`config.mk`:
```
export PLATFORM = sky130hd
export DESIGN_NAME = instr_prefetch_queue
export DESIGN_NICKNAME = d
export VERILOG_FILES = /design/src/rtl/instr_prefetch_queue_pkg.sv /design/src/rtl/instr_prefetch_queue_fifo.sv /design/src/rtl/instr_prefetch_queue.sv
export SDC_FILE = /design/constraint.sdc
export NUM_CORES = 1
export LEC_CHECK = 0
export BUFFER_PORTS_ARGS = -buffer_cell sky130_fd_sc_hd__buf_2
export CAP_MARGIN = 20
export CORE_ASPECT_RATIO = 0.9
export CORE_MARGIN = 1.5
export CORE_UTILIZATION = 44
export CTS_CLUSTER_SIZE = 12
export DETAILED_ROUTE_END_ITERATION = 7
export PLACE_DENSITY = 0.76
export SYNTH_ARGS = -nofsm -noshare
export SYNTH_HDL_FRONTEND = slang
export SYNTH_SLANG_ARGS = --single-unit
```
`constraint.sdc`:
```
create_clock -name clk -period 4.2 [get_ports clk]
set_input_delay 0 -clock clk [delete_from_list [all_inputs] [get_ports clk]]
set_output_delay 0 -clock clk [all_outputs]
set_load 0.01 [all_outputs]
```
`src/rtl/instr_prefetch_queue_pkg.sv`:
```
// Shared types and constants for the instruction prefetch unit.
// Default widths match the reference 64-bit PC / 32-bit instruction build.
package fetch_pkg;

  localparam int FETCH_ADDR_W  = 64;
  localparam int FETCH_INSTR_W = 32;
  localparam int FETCH_STEP    = FETCH_INSTR_W / 8;

  typedef enum logic [1:0] {
    IDLE,
    ISSUE,
    WAIT,
    DISCARD
  } fetch_state_e;

  typedef struct packed {
    logic [FETCH_ADDR_W-1:0]  pc;
    logic [FETCH_INSTR_W-1:0] instr;
  } fetch_entry_t;

endpackage

```
`src/rtl/instr_prefetch_queue_fifo.sv`:
```
// Circular FIFO holding fetched {pc, instr} entries.
// Flush wins over push and pop in the same cycle.
module fetch_fifo #(
  parameter int WIDTH = 96,
  parameter int DEPTH = 4
) (
  input  logic                     clk,
  input  logic                     reset,
  input  logic                     i_push,
  input  logic                     i_pop,
  input  logic                     i_flush,
  input  logic [WIDTH-1:0]         i_data,
  output logic [WIDTH-1:0]         o_data,
  output logic [$clog2(DEPTH):0]   o_count
);

  localparam int PW = $clog2(DEPTH);
  localparam int CW = PW + 1;

  logic [WIDTH-1:0] r_mem [DEPTH];
  logic [PW-1:0]    r_wr;
  logic [PW-1:0]    r_rd;
  logic [CW-1:0]    r_count;
  logic             w_do_pop;
  logic             w_do_push;

  assign w_do_pop  = i_pop && (r_count != '0);
  assign w_do_push = i_push && ((r_count != CW'(DEPTH)) || w_do_pop);

  always_ff @(posedge clk) begin
    if (reset || i_flush) begin
      r_wr    <= '0;
      r_rd    <= '0;
      r_count <= '0;
    end else begin
      if (w_do_push) r_wr <= r_wr + 1'b1;
      if (w_do_pop)  r_rd <= r_rd + 1'b1;
      r_count <= r_count + CW'(w_do_push) - CW'(w_do_pop);
    end
  end

  always_ff @(posedge clk) begin
    if (w_do_push && !i_flush && !reset) r_mem[r_wr] <= i_data;
  end

  assign o_data  = r_mem[r_rd];
  assign o_count = r_count;

endmodule

```
`src/rtl/instr_prefetch_queue.sv`:
```
// Sequential instruction fetch with a prefetch queue toward decode.
// One cache request in flight; redirects flush and drop stale data.
module instr_prefetch_queue
  import fetch_pkg::*;
#(
  parameter int              ADDR_W   = 64,
  parameter int              INSTR_W  = 32,
  parameter int              DEPTH    = 4,
  parameter logic [ADDR_W-1:0] RESET_PC = '0
) (
  input  logic                     clk,
  input  logic                     reset,
  input  logic                     fetch_enable,
  input  logic                     redirect_valid,
  input  logic [ADDR_W-1:0]        redirect_addr,
  output logic                     req_valid,
  output logic [ADDR_W-1:0]        req_addr,
  input  logic                     req_ready,
  input  logic                     resp_valid,
  input  logic [INSTR_W-1:0]       resp_data,
  output logic                     out_valid,
  output logic [INSTR_W-1:0]       out_instr,
  output logic [ADDR_W-1:0]        out_pc,
  input  logic                     out_ready,
  output logic [$clog2(DEPTH):0]   queue_count
);

  localparam int STEP  = INSTR_W / 8;
  localparam int CNT_W = $clog2(DEPTH) + 1;
  localparam int EW    = ADDR_W + INSTR_W;

  fetch_state_e        r_state;
  fetch_state_e        w_state_nxt;
  logic [ADDR_W-1:0]   r_fetch_pc;
  logic [ADDR_W-1:0]   w_fetch_pc_nxt;
  logic [ADDR_W-1:0]   r_req_addr;
  logic [ADDR_W-1:0]   w_redir_pc;
  logic                r_stale;
  logic                w_stale_nxt;
  logic                r_outstanding;
  logic                w_accept;
  logic                w_push;
  logic                w_pop;
  logic                w_free;
  logic [CNT_W-1:0]    w_count;
  logic [CNT_W-1:0]    w_cnt_nxt;
  logic [EW-1:0]       w_head;

  assign w_redir_pc = redirect_addr & ~ADDR_W'(STEP - 1);

  assign w_push = (r_state == WAIT) && resp_valid && !redirect_valid;
  assign w_pop  = out_valid && out_ready && !redirect_valid;

  assign w_cnt_nxt = redirect_valid ? '0
                   : w_count + CNT_W'(w_push) - CNT_W'(w_pop);

  // Slot is reserved at issue, so count the in-flight request too.
  assign w_free = ({1'b0, w_cnt_nxt}
                   + (CNT_W+1)'(r_outstanding && !resp_valid))
                  < (CNT_W+1)'(DEPTH);

  always_comb begin
    w_state_nxt    = r_state;
    w_fetch_pc_nxt = r_fetch_pc;
    w_stale_nxt    = r_stale;
    w_accept       = 1'b0;
    unique case (r_state)
      IDLE: begin
        if (redirect_valid) w_fetch_pc_nxt = w_redir_pc;
        if (fetch_enable && w_free) w_state_nxt = ISSUE;
      end
      ISSUE: begin
        if (req_ready) begin
          w_accept    = 1'b1;
          w_stale_nxt = 1'b0;
          if (redirect_valid || r_stale) begin
            w_state_nxt = DISCARD;
          end else begin
            w_state_nxt    = WAIT;
            w_fetch_pc_nxt = r_fetch_pc + ADDR_W'(STEP);
          end
        end else if (redirect_valid) begin
          w_stale_nxt = 1'b1;
        end
        if (redirect_valid) w_fetch_pc_nxt = w_redir_pc;
      end
      WAIT, DISCARD: begin
        if (redirect_valid) w_fetch_pc_nxt = w_redir_pc;
        if (resp_valid) begin
          w_state_nxt = (fetch_enable && w_free) ? ISSUE : IDLE;
        end else if (redirect_valid) begin
          w_state_nxt = DISCARD;
        end
      end
    endcase
  end

  always_ff @(posedge clk) begin
    if (reset) begin
      r_state       <= IDLE;
      r_fetch_pc    <= RESET_PC;
      r_req_addr    <= RESET_PC;
      r_stale       <= 1'b0;
      r_outstanding <= 1'b0;
    end else begin
      r_state    <= w_state_nxt;
      r_fetch_pc <= w_fetch_pc_nxt;
      r_stale    <= w_stale_nxt;
      if (w_state_nxt == ISSUE && r_state != ISSUE)
        r_req_addr <= w_fetch_pc_nxt;
      if (w_accept)
        r_outstanding <= 1'b1;
      else if (resp_valid && (r_state == WAIT || r_state == DISCARD))
        r_outstanding <= 1'b0;
    end
  end

  fetch_fifo #(
    .WIDTH (EW),
    .DEPTH (DEPTH)
  ) u_fifo (
    .clk     (clk),
    .reset   (reset),
    .i_push  (w_push),
    .i_pop   (w_pop),
    .i_flush (redirect_valid),
    .i_data  ({r_req_addr, resp_data}),
    .o_data  (w_head),
    .o_count (w_count)
  );

  assign req_valid   = (r_state == ISSUE);
  assign req_addr    = r_req_addr;
  assign queue_count = w_count;
  assign out_valid   = (w_count != '0);
  assign out_pc      = out_valid ? w_head[EW-1:INSTR_W] : '0;
  assign out_instr   = out_valid ? w_head[INSTR_W-1:0] : '0;

endmodule

```
==> summary.md <==
| Metric | Value |
|---|---|
| Routed WL | `between 50,000 and 60,000 um` |
| Footprint of the multi-input gates | `~6400 um^2` |
| Post-synth EDFFs | `384` |
| WHS Path Cells | `4` |
| Total Nets Final | `between 1,500 and 2,000` |
| FP Rows | `between 70 and 80` |
| Final setup violation count | `0` |
| Crit path kind | `reg2reg` |
| Syn Area/Cell | `around 16 um^2` |
| P_sw | `around 0.0024 W` |
| Post-Syn Instances | `roughly 1,300` |
| Clock-pin transition on the worst setup and hold timing paths | `around 60 ps` |
| Sw frac | `21.6%` |
| Total clock sinks | `between 500 and 600` |
| Post-placement setup slack | `approximately 700 ps` |
| FF/Latch Area | `14,400 um^2` |
| Worst Setup Start Kind | `flop` |
| Top_reg_cell synth | `edfxtp_1` |
| Maximum Capacitance Violations | `0` |
| Most common library cells after synthesis | `384 x edfxtp_1, 141 x dfxtp_1, 107 x and2_1` |
| Top-area cell type share of the netlist area | `between 50 and 60%` |
| CTS buffer count | `between 50 and 60` |
| Pre-Repair DR Iteration Count | `5` |
| Largest cells by area after synthesis | `edfxtp_1 55%, dfxtp_1 13%, mux4_2 10%` |
| Port Buffer Count | `around 270` |
| Global-route usage over all layers | `a little over a fifth` |
| Yosys cell types | `63` |
| Placed cell count | `around 2,200` |
| Worst Setup End Kind | `flop` |
| Status | `finished clean` |
| Final Skew | `24.4 ps` |
| Endpoints failing hold | `0` |
| Dominant cell type by area after synthesis | `edfxtp_1` |
| Comb power frac | `5.3%` |
| Seq pwr share | `approximately 53%` |
| Relative slew slack | `just under 30%` |
| Fin area | `about 26,000 um^2` |
| Clock power frac | `between 40% and 50%` |
| Post-DP Area | `approximately 23,000 um^2` |
| CTS tree | `done` |
| Post-DP HPWL | `~32,000 um` |
| Max IR drop VDD | `between 0.3 and 0.4 mV` |
| Leakage | `approximately 9.4 nW` |
| Worst path required time | `roughly 4700 ps` |
| FMAX | `279 MHz` |
| Ratio of cells with drive above 1 in the final layout | `slightly below 30%` |
| Height of the chip | `around 210 um` |
| Sequential-to-total area share from yosys stat | `just under 70%` |
| Via count | `13,243` |
| GPL Wtd Cong | `0.819` |
| Most frequent cell after synthesis | `edfxtp_1` |
| DRC viols | `0` |
| RSZ-0062 raised after global routing | `no` |
| Asr flop ratio synth | `0%` |
| Worst hold path class | `in2reg` |
| Post-Synthesis Net Count | `between 1,000 and 1,500` |
| Clk_lat worst skew | `~600 ps` |
| Pint | `just under 0.009 W` |
| Core ar. | `roughly 47,000 um^2` |
| Antenna viol nets, final | `0` |
| Cts repair resizes | `0` |
| Largest net degree at the start of global routing | `between 90 and 100` |
| Starting density of the core | `between 40% and 50%` |
| Max FO, Critical Path | `63` |
| Setup TNS | `0 ps` |
| CTS H-tree depth | `2` |
| CTS root buf | `clkbuf_16` |
| Detailed Route Iter0 Violations | `a little over 900` |
| FF-to-FF path depth | `13` |
| PD cells | `approximately 430 nW/um^2` |
| Fin crit period | `between 3000 and 4000 ps` |
| Area grow syn2layout | `23.0%` |
| Layout Cells excl Fill | `2,366` |
| Final Max Tran Viols | `0` |
| Routed len/inst | `around 22 um` |
| Clk buf depth | `3` |
| Synth Cell Area | `between 20,000 and 25,000 um^2` |
| # IOs | `around 270` |
| Die width | `approximately 230 um` |
| Worst Tran Pin Value | `1060 ps` |
| Full die area | `between 40,000 and 50,000 um^2` |
| Via density | `approximately 5.6` |
| Setup ws final | `~600 ps` |
| Initial antenna violation count | `6` |
| Period utilization | `around 85%` |
| Seq cells post-synth | `525` |
| Total gr overflow | `0` |
| Vias in the first global route | `13,659` |
| Syn. warnings | `0` |
| Fillers | `3,704` |
| Global-route wire length before repair | `~78,000 um` |
| Worst EP arrival | `roughly 4100 ps` |
-- path summary, 6_finish.rpt --
check                               start                   endpoint  slack (ps)
max          u_fifo.o_count[1]$_SDFF_PP0_  req_addr[60]$_SDFFE_PP0P_         610
min                     redirect_addr[13]  r_fetch_pc[13]$_SDFF_PP0_          40
max reg2reg  u_fifo.o_count[1]$_SDFF_PP0_  req_addr[60]$_SDFFE_PP0P_         610
min reg2reg     r_fetch_pc[59]$_SDFF_PP0_  r_fetch_pc[59]$_SDFF_PP0_         460
-- routing by layer --
metal / track usage (%) / share of wire (%) / vias to the layer above / wire length [um]
met1: 28.5 / 43 / 6695 / 22300
met4: 6.70 / 2.3 / 2 / 1200
li1: - / - / 5996 / -
met2: 34.2 / 48 / 458 / 24600
met5: 0 / 0.025 / - / 13
met3: 3.90 / 6.6 / 92 / 3370
-- layout make-up --
cell class / count / share of cell area [%]
inverter: 16 / 0.232
timing repair buffer: 392 / 10.3
clock inverter: 16 / 0.652
multi-input combinational: 712 / 24.5
sequential: 525 / 55.4
antenna: 5 / 0.0483
clock buffer: 84 / 5.89
tap: 616 / 2.97
-- stage by stage --
stage	hold slack [ps]	utilization (%)	power, W
2_1_floorplan	96.6	-	0.00618
3_3_place_gp	210	49.3	0.00641
3_5_place_dp	215	49.3	0.00644
4_1_cts	7.00	55.2	0.0111
5_1_grt	47.4	55.2	0.0114
6_report	39.8	55.2	0.0110
-- state kept, by name (all words and copies together), names as in the netlist, named ones only --
register / flops
r_fetch_pc: 64
r_outstanding: 1
r_stale: 1
r_state: 2
req_addr: 64
u_fifo.o_count: 3
u_fifo.r_mem: 384
u_fifo.r_rd: 2
u_fifo.r_wr: 2
-- what timing repair did --
action	CTS	global route
endpoints found under the hold margin	256	0
hold buffers	107	0
buffers inserted	0	0
-- power by group through the flow --
| stage | Clock, W | Combinational [W] | Sequential [W] |
|---|---|---|---|
| 2_1_floorplan | 0 | 0.000259 | 0.00592 |
| 3_5_place_dp | 0 | 0.000496 | 0.00594 |
| 5_1_grt | 0.00490 | 0.000635 | 0.00585 |
| 3_3_place_gp | 0 | 0.000482 | 0.00593 |
| 6_report | 0.00461 | 0.000584 | 0.00584 |
| 4_1_cts | 0.00471 | 0.000584 | 0.00583 |
-- worst max-delay path: stages (launching register included) --
cell and delay [ps]:
dfxtp_1 400, or3_4 410, nor2b_1 150, ha_1 300, inv_1 60, ha_1 140
inv_1 50, fa_1 370, nor2b_1 140, mux2_2 310, nor3_2 430, buf_12 310
nor2_1 110, a211oi_1 250
-- cell usage in the layout (no fill, tap or decap), types with 6 or more instances in the layout --
cell type and count:
a211oi_1 50, a21oi_1 38, a311oi_1 14, a31oi_1 15, and2_1 107, and3_1 19, and4_1 9, buf_12 8
buf_2 263, buf_4 13, clkbuf_1 25, clkbuf_16 55, clkinv_2 6, dfxtp_1 139, dlygate4sd3_1 107, edfxtp_1 384
ha_1 9, inv_1 16, mux2_2 31, mux2i_1 23, mux4_2 96, nand2_1 54, nand3_1 18, nand4_1 11
nor2_1 64, nor2b_1 13, nor3_1 22, nor4_1 9, o21ai_0 6, o22a_1 13, o31ai_1 7, xnor2_1 6
-- cells by family (layout without fill, tap and decap cells) --
kind of cell	after synthesis	count (layout)	synth area share [%]
AOI/OAI and AO/OA	174	174	5.97
xor gates and xnor gates	10	10	0.416
adders and majority gates	11	11	0.725
buffers and inverters	99	508	1.88
DFF	525	525	68.1
muxes	150	150	13.0
other	0	5	0
and+or+nand+nor	367	367	9.87
(Power assumes the default switching activity.)
